==> config.mk <==
export PLATFORM = sky130hd
export DESIGN_NAME = aes_addr_gen
export DESIGN_NICKNAME = d
export VERILOG_FILES = /design/src/rtl/aes_addr_gen.sv
export SDC_FILE = /design/constraint.sdc
export NUM_CORES = 1
export LEC_CHECK = 0
export CAP_MARGIN = 10
export CORE_AREA = 2 2 290 149
export CTS_CLUSTER_DIAMETER = 40
export DETAILED_ROUTE_END_ITERATION = 10
export DIE_AREA = 0 0 292 151
export GPL_TIMING_DRIVEN = 0
export SETUP_SLACK_MARGIN = 0.02
export SLEW_MARGIN = 20
export SYNTH_ARGS = -nofsm -noshare
export SYNTH_HDL_FRONTEND = slang
export SYNTH_SLANG_ARGS = --single-unit
==> constraint.sdc <==
create_clock -name clk -period 11.2 [get_ports clk]
set_input_delay 1.12 -clock clk [delete_from_list [all_inputs] [get_ports clk]]
set_output_delay 1.12 -clock clk [all_outputs]
set_load 0.1 [all_outputs]
==> src/rtl/aes_addr_gen.sv <==
// aes_addr_gen: streamer-side address generator for one AES data stream.
// It accepts a start request from the AES control FSM and latches a 2-D access
// pattern. It then issues word addresses over a valid/ready handshake and pulses
// done once the last address has been accepted.
// Optional build macro: AES_ADDR_GEN_ALIGN_CHECK_EN. When it is defined, a start
// with an unaligned base or stride is rejected and err_o is raised with done_o.
module aes_addr_gen #(
  parameter int ADDR_WIDTH = 32,
  parameter int LEN_WIDTH  = 16
) (
  input  logic                  clk,
  input  logic                  reset,
  input  logic                  clear,
  input  logic                  req_start_i,
  input  logic [ADDR_WIDTH-1:0] base_addr_i,
  input  logic [LEN_WIDTH-1:0]  tot_len_i,
  input  logic [LEN_WIDTH-1:0]  d0_len_i,
  input  logic [ADDR_WIDTH-1:0] d0_stride_i,
  input  logic [ADDR_WIDTH-1:0] d1_stride_i,
  output logic                  ready_start_o,
  output logic [ADDR_WIDTH-1:0] addr_o,
  output logic                  addr_valid_o,
  input  logic                  addr_ready_i,
  output logic                  done_o,
  output logic                  err_o
);

  localparam logic [LEN_WIDTH-1:0] LEN_ONE = LEN_WIDTH'(1);

  typedef enum logic [1:0] {
    S_IDLE = 2'd0,
    S_RUN  = 2'd1,
    S_DONE = 2'd2
  } state_e;

  state_e                state_q, state_d;
  logic [ADDR_WIDTH-1:0] addr_q, addr_d;
  logic [ADDR_WIDTH-1:0] row_base_q, row_base_d;
  logic [ADDR_WIDTH-1:0] d0s_q, d0s_d;
  logic [ADDR_WIDTH-1:0] d1s_q, d1s_d;
  logic [LEN_WIDTH-1:0]  cnt_q, cnt_d;
  logic [LEN_WIDTH-1:0]  inner_q, inner_d;
  logic [LEN_WIDTH-1:0]  tot_q, tot_d;
  logic [LEN_WIDTH-1:0]  d0_q, d0_d;
  logic                  valid_q, valid_d;

  logic                  misalign;
  logic                  accept;
  logic                  xfer;
  logic                  last;
  logic [LEN_WIDTH-1:0]  row_end;

`ifdef AES_ADDR_GEN_ALIGN_CHECK_EN
  assign misalign = (base_addr_i[1:0] != 2'b00) || (d0_stride_i[1:0] != 2'b00) ||
                    (d1_stride_i[1:0] != 2'b00);
`else
  assign misalign = 1'b0;
`endif

  assign accept  = (state_q == S_IDLE) && req_start_i;
  assign xfer    = valid_q && addr_ready_i;
  assign last    = xfer && (cnt_q == (tot_q - LEN_ONE));
  // A row length of 0 behaves like 1, so every transfer is a row step.
  assign row_end = (d0_q == '0) ? '0 : (d0_q - LEN_ONE);

  // State register: async reset, synchronous soft clear aborts any run.
  always_ff @(posedge clk or posedge reset) begin
    if (reset) begin
      state_q <= S_IDLE;
    end else if (clear) begin
      state_q <= S_IDLE;
    end else begin
      state_q <= state_d;
    end
  end

  // Next-state logic: an empty job or a rejected start goes straight to DONE.
  always_comb begin
    state_d = state_q;
    case (state_q)
      S_IDLE:  if (req_start_i) state_d = ((tot_len_i == '0) || misalign) ? S_DONE : S_RUN;
      S_RUN:   if (last) state_d = S_DONE;
      S_DONE:  state_d = S_IDLE;
      default: state_d = S_IDLE;
    endcase
  end

  // Datapath next values: latch config on start, step the 2-D walk per transfer.
  always_comb begin
    addr_d     = addr_q;
    row_base_d = row_base_q;
    d0s_d      = d0s_q;
    d1s_d      = d1s_q;
    cnt_d      = cnt_q;
    inner_d    = inner_q;
    tot_d      = tot_q;
    d0_d       = d0_q;
    valid_d    = valid_q;
    if (accept) begin
      tot_d      = tot_len_i;
      d0_d       = d0_len_i;
      d0s_d      = d0_stride_i;
      d1s_d      = d1_stride_i;
      addr_d     = base_addr_i;
      row_base_d = base_addr_i;
      cnt_d      = '0;
      inner_d    = '0;
      valid_d    = (tot_len_i != '0) && !misalign;
    end else if (xfer) begin
      cnt_d   = cnt_q + LEN_ONE;
      valid_d = !last;
      if (inner_q == row_end) begin
        inner_d    = '0;
        row_base_d = row_base_q + d1s_q;
        addr_d     = row_base_q + d1s_q;
      end else begin
        inner_d = inner_q + LEN_ONE;
        addr_d  = addr_q + d0s_q;
      end
    end
  end

  // Datapath registers: cleared by reset and clear so an abort leaves no valid.
  always_ff @(posedge clk or posedge reset) begin
    if (reset) begin
      addr_q     <= '0;
      row_base_q <= '0;
      d0s_q      <= '0;
      d1s_q      <= '0;
      cnt_q      <= '0;
      inner_q    <= '0;
      tot_q      <= '0;
      d0_q       <= '0;
      valid_q    <= 1'b0;
    end else if (clear) begin
      addr_q     <= '0;
      row_base_q <= '0;
      d0s_q      <= '0;
      d1s_q      <= '0;
      cnt_q      <= '0;
      inner_q    <= '0;
      tot_q      <= '0;
      d0_q       <= '0;
      valid_q    <= 1'b0;
    end else begin
      addr_q     <= addr_d;
      row_base_q <= row_base_d;
      d0s_q      <= d0s_d;
      d1s_q      <= d1s_d;
      cnt_q      <= cnt_d;
      inner_q    <= inner_d;
      tot_q      <= tot_d;
      d0_q       <= d0_d;
      valid_q    <= valid_d;
    end
  end

`ifdef AES_ADDR_GEN_ALIGN_CHECK_EN
  logic err_q;

  // Error flag: remembers whether the accepted start was rejected as unaligned.
  always_ff @(posedge clk or posedge reset) begin
    if (reset) begin
      err_q <= 1'b0;
    end else if (clear) begin
      err_q <= 1'b0;
    end else if (accept) begin
      err_q <= misalign;
    end
  end

  assign err_o = err_q && (state_q == S_DONE);
`else
  assign err_o = 1'b0;
`endif

  assign ready_start_o = (state_q == S_IDLE);
  assign done_o        = (state_q == S_DONE);
  assign addr_o        = addr_q;
  assign addr_valid_o  = valid_q;

endmodule

==> impl_metrics.py, run 1 <==
metrics = {
    "clock_tree": {
        "cts_root_buf": "clkbuf_16",
        "clkTransAtPathRegs_ns": 0.08,
        "ctsLongestPathBuffers": 2,
        "postCtsHoldBufs": 0,
        "cts_setup_buffers": 0,
        "clock_latency_ns": 0.47,
        "cts_sinks": 195,
        "cts_resized": 0,
        "tritoncts": "yes",
        "cts_max_level": 4,
        "cts_buffers": 17,
    },
    "die": {
        "row_count": 53,
        "die_width_microns": 292,
        "core-area_sq_um": 41400,
        "die-area_sq_um": 44100,
        "start_util": 0.316,
        "ioPinCount": 169,
        "die_y_microns": 151,
    },
    "worst_setup_path": {
        "slowest_stage": "or4_1",
        "ff2ff_setup_slack_ns": 6.76,
        "crit_path_frequent_cell": "a32oi_1",
        "crit_required_ns": 11.60,
        "timing.rr.start": "d0_q[0]$_DFFE_PP0P_",
        "setup.worst_path.end": "row_base_q[28]$_DFFE_PP0P_",
        "end_kind": "register",
        "critPathMaxFanout": 10,
        "reg2regPathDepth": 13,
        "path_depth": 13,
        "cp_cell_sequence": "inv_1 > ha_1 > nor3b_2 > and4_1 > buf_2 > and2_0 > or4_1 > a32oi_1 > nand4_2 > buf_6 > nor2_1 > a32oi_1 > nand2_1",
        "crit_path_max_incr_delay_ns": 0.63,
        "cp_top_family": "simple AND/OR/NAND/NOR gates",
        "r2r_end": "row_base_q[28]$_DFFE_PP0P_",
        "crit_start": "d0_q[0]$_DFFE_PP0P_",
        "path_buf_inv": 3,
        "arrival_ns": 4.84,
        "startpoint_type": "register",
        "critPathKind": "reg -> reg",
    },
    "synthesis": {
        "yosys_warnings": 0,
        "ys_types": 83,
        "synth_area_per_cell_sq_um": 8.29,
        "ys_ff_latch": 195,
        "synth_cells": 1579,
        "ys_seq_area_frac": 0.373,
        "syn_area_sq_um": 13100,
        "ys.flop_type": "dfrtp_1",
        "syn_nets": 1780,
        "synth_edf_count": 0,
        "synth-async-reset-ratio": 1.00,
    },
    "timing": {
        "grt_setup_unrepaired": "no",
        "setup_tns_ns": 0,
        "slew_headroom": 0.230,
        "fin_ws_ns": 6.76,
        "setup_viol": 0,
        "hold_viol_final": 0,
        "worst_slew_pin_slew_ns": 1.16,
        "fin_crit_sh": 0.397,
        "fin_skew_ns": 0.0175,
        "post-route-min-period_ns": 4.44,
        "slew_viol_final": 0,
        "max_freq_mhz": 225,
    },
    "global_route": {
        "grt_pass1_vias": 12100,
        "antenna_found_initial": 0,
        "track_usage": 0.227,
        "overflow": 0,
        "grt_start_max_net_pins": 94,
        "grt_pass1_wl_microns": 74700,
    },
    "worst_hold_path": {
        "hold_class": "reg -> reg",
    },
    "final_layout": {
        "fill_cells": 4198,
        "areaGrowthSynthToFinish_pct": 23.0,
        "seq_area_sq_um": 4880,
        "drive_above_1_share": 0.0410,
        "fin_nets": 1968,
        "multi_input_area_sq_um": 7740,
    },
    "detailed_routing": {
        "ant_nets": 0,
        "wire_per_inst_microns": 21.4,
        "firstDrtPassIters": 8,
        "drt_iter0_drc": 1503,
        "viasPerCell": 5.53,
        "via_count": 12900,
        "wirelength_microns": 50000,
        "route.detailed.drc": 0,
    },
    "power_and_ir_drop": {
        "leakagePower_nw": 7.09,
        "worst_ir_drop_vdd_mv": 0.114,
        "power_density_nw_per_um2": 129,
    },
    "placement": {
        "place_hpwl_microns": 39900,
        "preCtsSetupSlack_ns": 6.62,
        "io_buffers": 167,
        "place_congestion": 0.918,
    },
    "status": {
        "outcome": "finished, final reports clean",
    },
    "job": {
        "drv_cap": 0,
    },
}
## stage by stage
stage	cells	hold WS [ns]	utilization	power [W]	cell area [sq um]
global placement	2296	0.471	0.373	0.00143	15400
floorplan	1579	0.453	-	0.00121	13100
global route	2330	0.514	0.388	0.00217	16100
detailed placement	2298	0.476	0.374	0.00144	15500
CTS	2330	0.496	0.388	0.00207	16100
finish	2332	0.494	0.388	0.00208	16100
## area by class of cell
type,instances,share of cell area
Buffer,83,0.0224
Clock inverter,14,0.00909
Clock buffer,18,0.0273
Inverter,29,0.00723
Antenna cell,2,0.000311
Multi-Input combinational cell,1272,0.481
Sequential cell,195,0.303
Timing Repair Buffer,169,0.107
Tap cell,550,0.0427
## sequential cells by signal, indices dropped and copies added (netlist names)
signal,flops
d1s_q,32
row_base_q,32
state_q,2
tot_q,16
d0s_q,32
cnt_q,16
addr_o,32
d0_q,16
inner_q,16
addr_valid_o,1
## worst register-to-register path: stages (launching register included)
cell and delay, ns:
dfrtp_1 0.53, inv_1 0.14, ha_1 0.28, nor3b_2 0.22, and4_1 0.22, buf_2 0.18, and2_0 0.30, or4_1 0.64
a32oi_1 0.28, nand4_2 0.38, buf_6 0.32, nor2_1 0.53, a32oi_1 0.25, nand2_1 0.13
## power breakdown
group          total, W  internal (W)  switching (W)
clock          0.000640      0.000321       0.000319
combinational  0.000637      0.000219       0.000418
sequential     0.000801      0.000748      0.0000531
total           0.00208       0.00129       0.000790
## synthesized netlist by cell type, drive strengths merged, types with 9 or more instances
cell type | count | area share
nor4 | 12 | 0.0069
nor3 | 23 | 0.0092
a21oi | 185 | 0.071
o211ai | 12 | 0.0069
dfrtp | 195 | 0.37
nand3 | 31 | 0.012
a22oi | 11 | 0.0063
ha | 66 | 0.063
a211oi | 27 | 0.016
a31oi | 13 | 0.0062
nand2 | 308 | 0.088
and3 | 17 | 0.0081
o21a | 10 | 0.0057
o31ai | 9 | 0.0052
or3 | 17 | 0.0081
a211o | 9 | 0.0060
a21o | 38 | 0.022
nand2b | 12 | 0.0057
o21ai | 89 | 0.034
inv | 29 | 0.0083
clkbuf | 64 | 0.018
xnor2 | 56 | 0.037
nor2 | 111 | 0.032
a22o | 25 | 0.017
xor2 | 47 | 0.031
nand4 | 22 | 0.011
buf | 19 | 0.0092
mux2i | 12 | 0.0092
## worst min-delay path by stage
stage                                           from                    endpoint  slack, ns  cells after the start
after floorplan           row_base_q[28]$_DFFE_PP0P_  row_base_q[28]$_DFFE_PP0P_       0.45                      2
after global placement    row_base_q[27]$_DFFE_PP0P_  row_base_q[27]$_DFFE_PP0P_       0.47                      1
after detailed placement  row_base_q[29]$_DFFE_PP0P_  row_base_q[29]$_DFFE_PP0P_       0.48                      2
after CTS                 row_base_q[29]$_DFFE_PP0P_  row_base_q[29]$_DFFE_PP0P_       0.50                      2
after global routing      row_base_q[28]$_DFFE_PP0P_  row_base_q[28]$_DFFE_PP0P_       0.51                      2
final                     row_base_q[29]$_DFFE_PP0P_  row_base_q[29]$_DFFE_PP0P_       0.49                      2
## layout by cell type, fill, tap and decap left out, types with 17 or more instances in the layout
cell type        instances
clkbuf_1                64
dfrtp_1                195
a22o_1                  25
ha_1                    66
xnor2_1                 56
and3_1                  17
a211oi_1                26
nor3_1                  22
xor2_1                  47
inv_1                   28
o21ai_0                 88
nand4_1                 21
clkbuf_16               17
nor2_1                 111
nand2_1                308
a21oi_1                184
a21o_1                  38
clkdlybuf4s50_1        167
or3_1                   17
nand3_1                 31
## metal layers
layer / vias up / track usage / part of all wire
met2: 551 / 0.299 / 0.38
met4: 0 / 0.0456 / 0.014
met5: - / 0 / 0
li1: 6019 / - / -
met3: 42 / 0.0722 / 0.099
met1: 6273 / 0.351 / 0.51
## logic make-up (layout without fill, tap and decap cells)
family,Yosys count,after routing,synth area share
flip-flops,195,195,0.373
multiplexers,15,15,0.0118
adder cells (fa/ha/maj),68,68,0.0662
AND/OR/NAND/NOR,603,603,0.210
AO/OA/AOI/OAI,480,480,0.231
other,1,3,0.000287
XOR/XNOR,105,105,0.0725
buffers and inverters,112,313,0.0359
Note: power is estimated with default switching activity, not from simulation.
==> run 2: changes to the inputs <==
==> constraint.sdc (replaced) <==
create_clock -name clk -period 3.57 [get_ports clk]
set_input_delay 0.357 -clock clk [delete_from_list [all_inputs] [get_ports clk]]
set_output_delay 0.357 -clock clk [all_outputs]
set_load 0.1 [all_outputs]
==> run 2 against run 1 <==
  * Wire length rose by 2.9%
  * Hold slack got worse by 0.17 ns
  * Clock-buffer cell count rose by 1
  * Power rose to 3.2 times the previous value
  * First-iteration DRC count fell by 2.3%
  * Utilization rose by 1.9 points
  * Setup slack got worse by 6.7 ns
  * Sequential power rose to 3.1 times the previous value
  * Design area rose by 5.0%
  * Register-to-register slack got worse by 6.7 ns
  * Flip-flop and latch count did not move
  * Fmax rose by 28%
==> impl_metrics.py, run 2 (same netlist as run 1, synthesis figures left out) <==
metrics = {
    "final_layout": {
        "fin_nets": 1998,
        "layout_commonest_cell": "nand2_1",
        "seq_area_sq_um": 4890,
        "fill_cells": 4135,
        "antenna_cells": 0,
        "areaGrowthSynthToFinish_pct": 29.2,
        "design_area_sq_um": 16900,
        "multi_input_area_sq_um": 8170,
        "drive_above_1_share": 0.0967,
        "final_cell_mix": "306 x nand2_1, 187 x dfrtp_1, 178 x a21oi_1, 167 x clkdlybuf4s50_1, 106 x nor2_1",
    },
    "die": {
        "row_count": 53,
        "die_width_microns": 292,
        "ioPinCount": 169,
        "core-area_sq_um": 41400,
        "die_y_microns": 151,
        "die-area_sq_um": 44100,
        "start_util": 0.316,
    },
    "detailed_routing": {
        "route.detailed.drc": 0,
        "drt_iter0_drc": 1469,
        "firstDrtPassIters": 6,
        "via_count": 13300,
        "viasPerCell": 5.63,
        "ant_nets": 0,
        "wirelength_microns": 51400,
        "wire_per_inst_microns": 21.8,
    },
    "worst_setup_path": {
        "crit_start": "d0_q[1]$_DFFE_PP0P_",
        "cp_cell_sequence": "buf_4 > nor4_4 > buf_4 > a21oi_2 > or4_1 > a2111o_1 > nand3_1 > nand2_1 > a211oi_4 > buf_6 > buf_8 > buf_4 > nand2_1 > o21ai_1 > a22o_1",
        "timing.rr.start": "d0_q[1]$_DFFE_PP0P_",
        "cp_top_family": "compound AO/OA/AOI/OAI gates",
        "critPathKind": "reg -> reg",
        "crit_path_frequent_cell": "buf_4",
        "setup.worst_path.end": "row_base_q[18]$_DFFE_PP0P_",
        "crit_required_ns": 3.98,
        "ff2ff_setup_slack_ns": 0.09,
        "slowest_stage": "or4_1",
        "path_buf_inv": 5,
        "critPathMaxFanout": 10,
        "startpoint_type": "register",
        "r2r_end": "row_base_q[18]$_DFFE_PP0P_",
        "path_depth": 15,
        "crit_path_max_incr_delay_ns": 0.49,
        "arrival_ns": 3.89,
        "end_kind": "register",
        "reg2regPathDepth": 15,
    },
    "power_and_ir_drop": {
        "p_int_w": 0.00419,
        "p_clk_frac": 0.304,
        "p_sw_w": 0.00254,
        "seqPwrFrac": 0.375,
        "power_density_nw_per_um2": 398,
        "leakagePower_nw": 7.34,
        "worst_ir_drop_vdd_mv": 0.383,
        "combPwrFrac": 0.321,
        "p_sw_frac": 0.377,
    },
    "timing": {
        "post-route-min-period_ns": 3.48,
        "hold_viol_final": 0,
        "setup_viol": 0,
        "slew_viol_final": 0,
        "slew_headroom": 0.266,
        "fin_crit_sh": 0.975,
        "worst_slew_pin_slew_ns": 1.10,
        "setup_tns_ns": 0,
        "fin_skew_ns": 0.0153,
        "max_freq_mhz": 287,
    },
    "worst_hold_path": {
        "hold_class": "in -> async",
    },
    "clock_tree": {
        "tritoncts": "yes",
        "cts_sinks": 195,
        "ctsLongestPathBuffers": 2,
        "clock_latency_ns": 0.47,
        "cts_max_level": 4,
        "postCtsHoldBufs": 0,
        "cts_buffers": 17,
        "clkTransAtPathRegs_ns": 0.08,
        "cts_root_buf": "clkbuf_16",
    },
    "global_route": {
        "track_usage": 0.232,
        "grt_start_max_net_pins": 33,
        "antenna_found_initial": 0,
        "grt_pass1_wl_microns": 76900,
        "grt_pass1_vias": 12400,
        "overflow": 0,
    },
    "status": {
        "outcome": "finished, final reports clean",
    },
    "placement": {
        "place_area_sq_um": 15600,
        "place_congestion": 0.959,
        "io_buffers": 167,
        "place_hpwl_microns": 40600,
    },
    "job": {
        "drv_cap": 0,
    },
}
[run 2: area by class of cell]
cell class / count / share of cell area
multi-input combinational: 1272 / 0.483
sequential: 195 / 0.289
timing repair buffer: 200 / 0.121
tap: 550 / 0.0407
clock buffer: 19 / 0.0262
buffer: 82 / 0.0241
clock inverter: 13 / 0.00881
inverter: 29 / 0.00681
[run 2: worst min path at each step]
| stage | to | slack, ns |
|---|---|---|
| 3_3_place_gp | row_base_q[24]$_DFFE_PP0P_ | 0.47 |
| 2_1_floorplan | row_base_q[28]$_DFFE_PP0P_ | 0.45 |
| 4_1_cts | d1s_q[26]$_DFFE_PP0P_ | 0.33 |
| 3_5_place_dp | row_base_q[27]$_DFFE_PP0P_ | 0.48 |
| 6_report | d1s_q[26]$_DFFE_PP0P_ | 0.33 |
| 5_1_grt | d1s_q[26]$_DFFE_PP0P_ | 0.37 |
[run 2: power groups by stage]
stage	combinational, W	sequential, W	clock (W)
floorplan	0.00103	0.00275	0
global placement	0.00192	0.00255	0
detailed placement	0.00197	0.00255	0
CTS	0.00203	0.00251	0.00208
global route	0.00231	0.00254	0.00217
finish	0.00216	0.00252	0.00205
[run 2: through the flow]
stage | std cells | worst slack, ns | hold WS [ns] | power [W] | utilization
final | 2360 | 0.0903 | 0.328 | 0.00673 | 0.408
after global routing | 2360 | -0.0111 | 0.365 | 0.00702 | 0.408
after CTS | 2342 | 0.0242 | 0.333 | 0.00661 | 0.397
after detailed placement | 2302 | -0.633 | 0.477 | 0.00452 | 0.376
after global placement | 2296 | -1.37 | 0.466 | 0.00447 | 0.373
after floorplan | 1579 | 0.0262 | 0.453 | 0.00379 | -
[run 2: per-layer routing]
metal  vias up  GRT usage  part of all wire
met1      6546      0.362              0.49
li1       6094          -                 -
met4         0     0.0384             0.010
met2       604      0.317              0.39
met5         -          0                 0
met3        47     0.0603              0.10
[run 2: timing repair]
action,CTS,global route
setup buffers,7,18
resized for setup,48,75
gates cloned,1,1
setup endpoints to repair,80,85
pin swaps,6,22
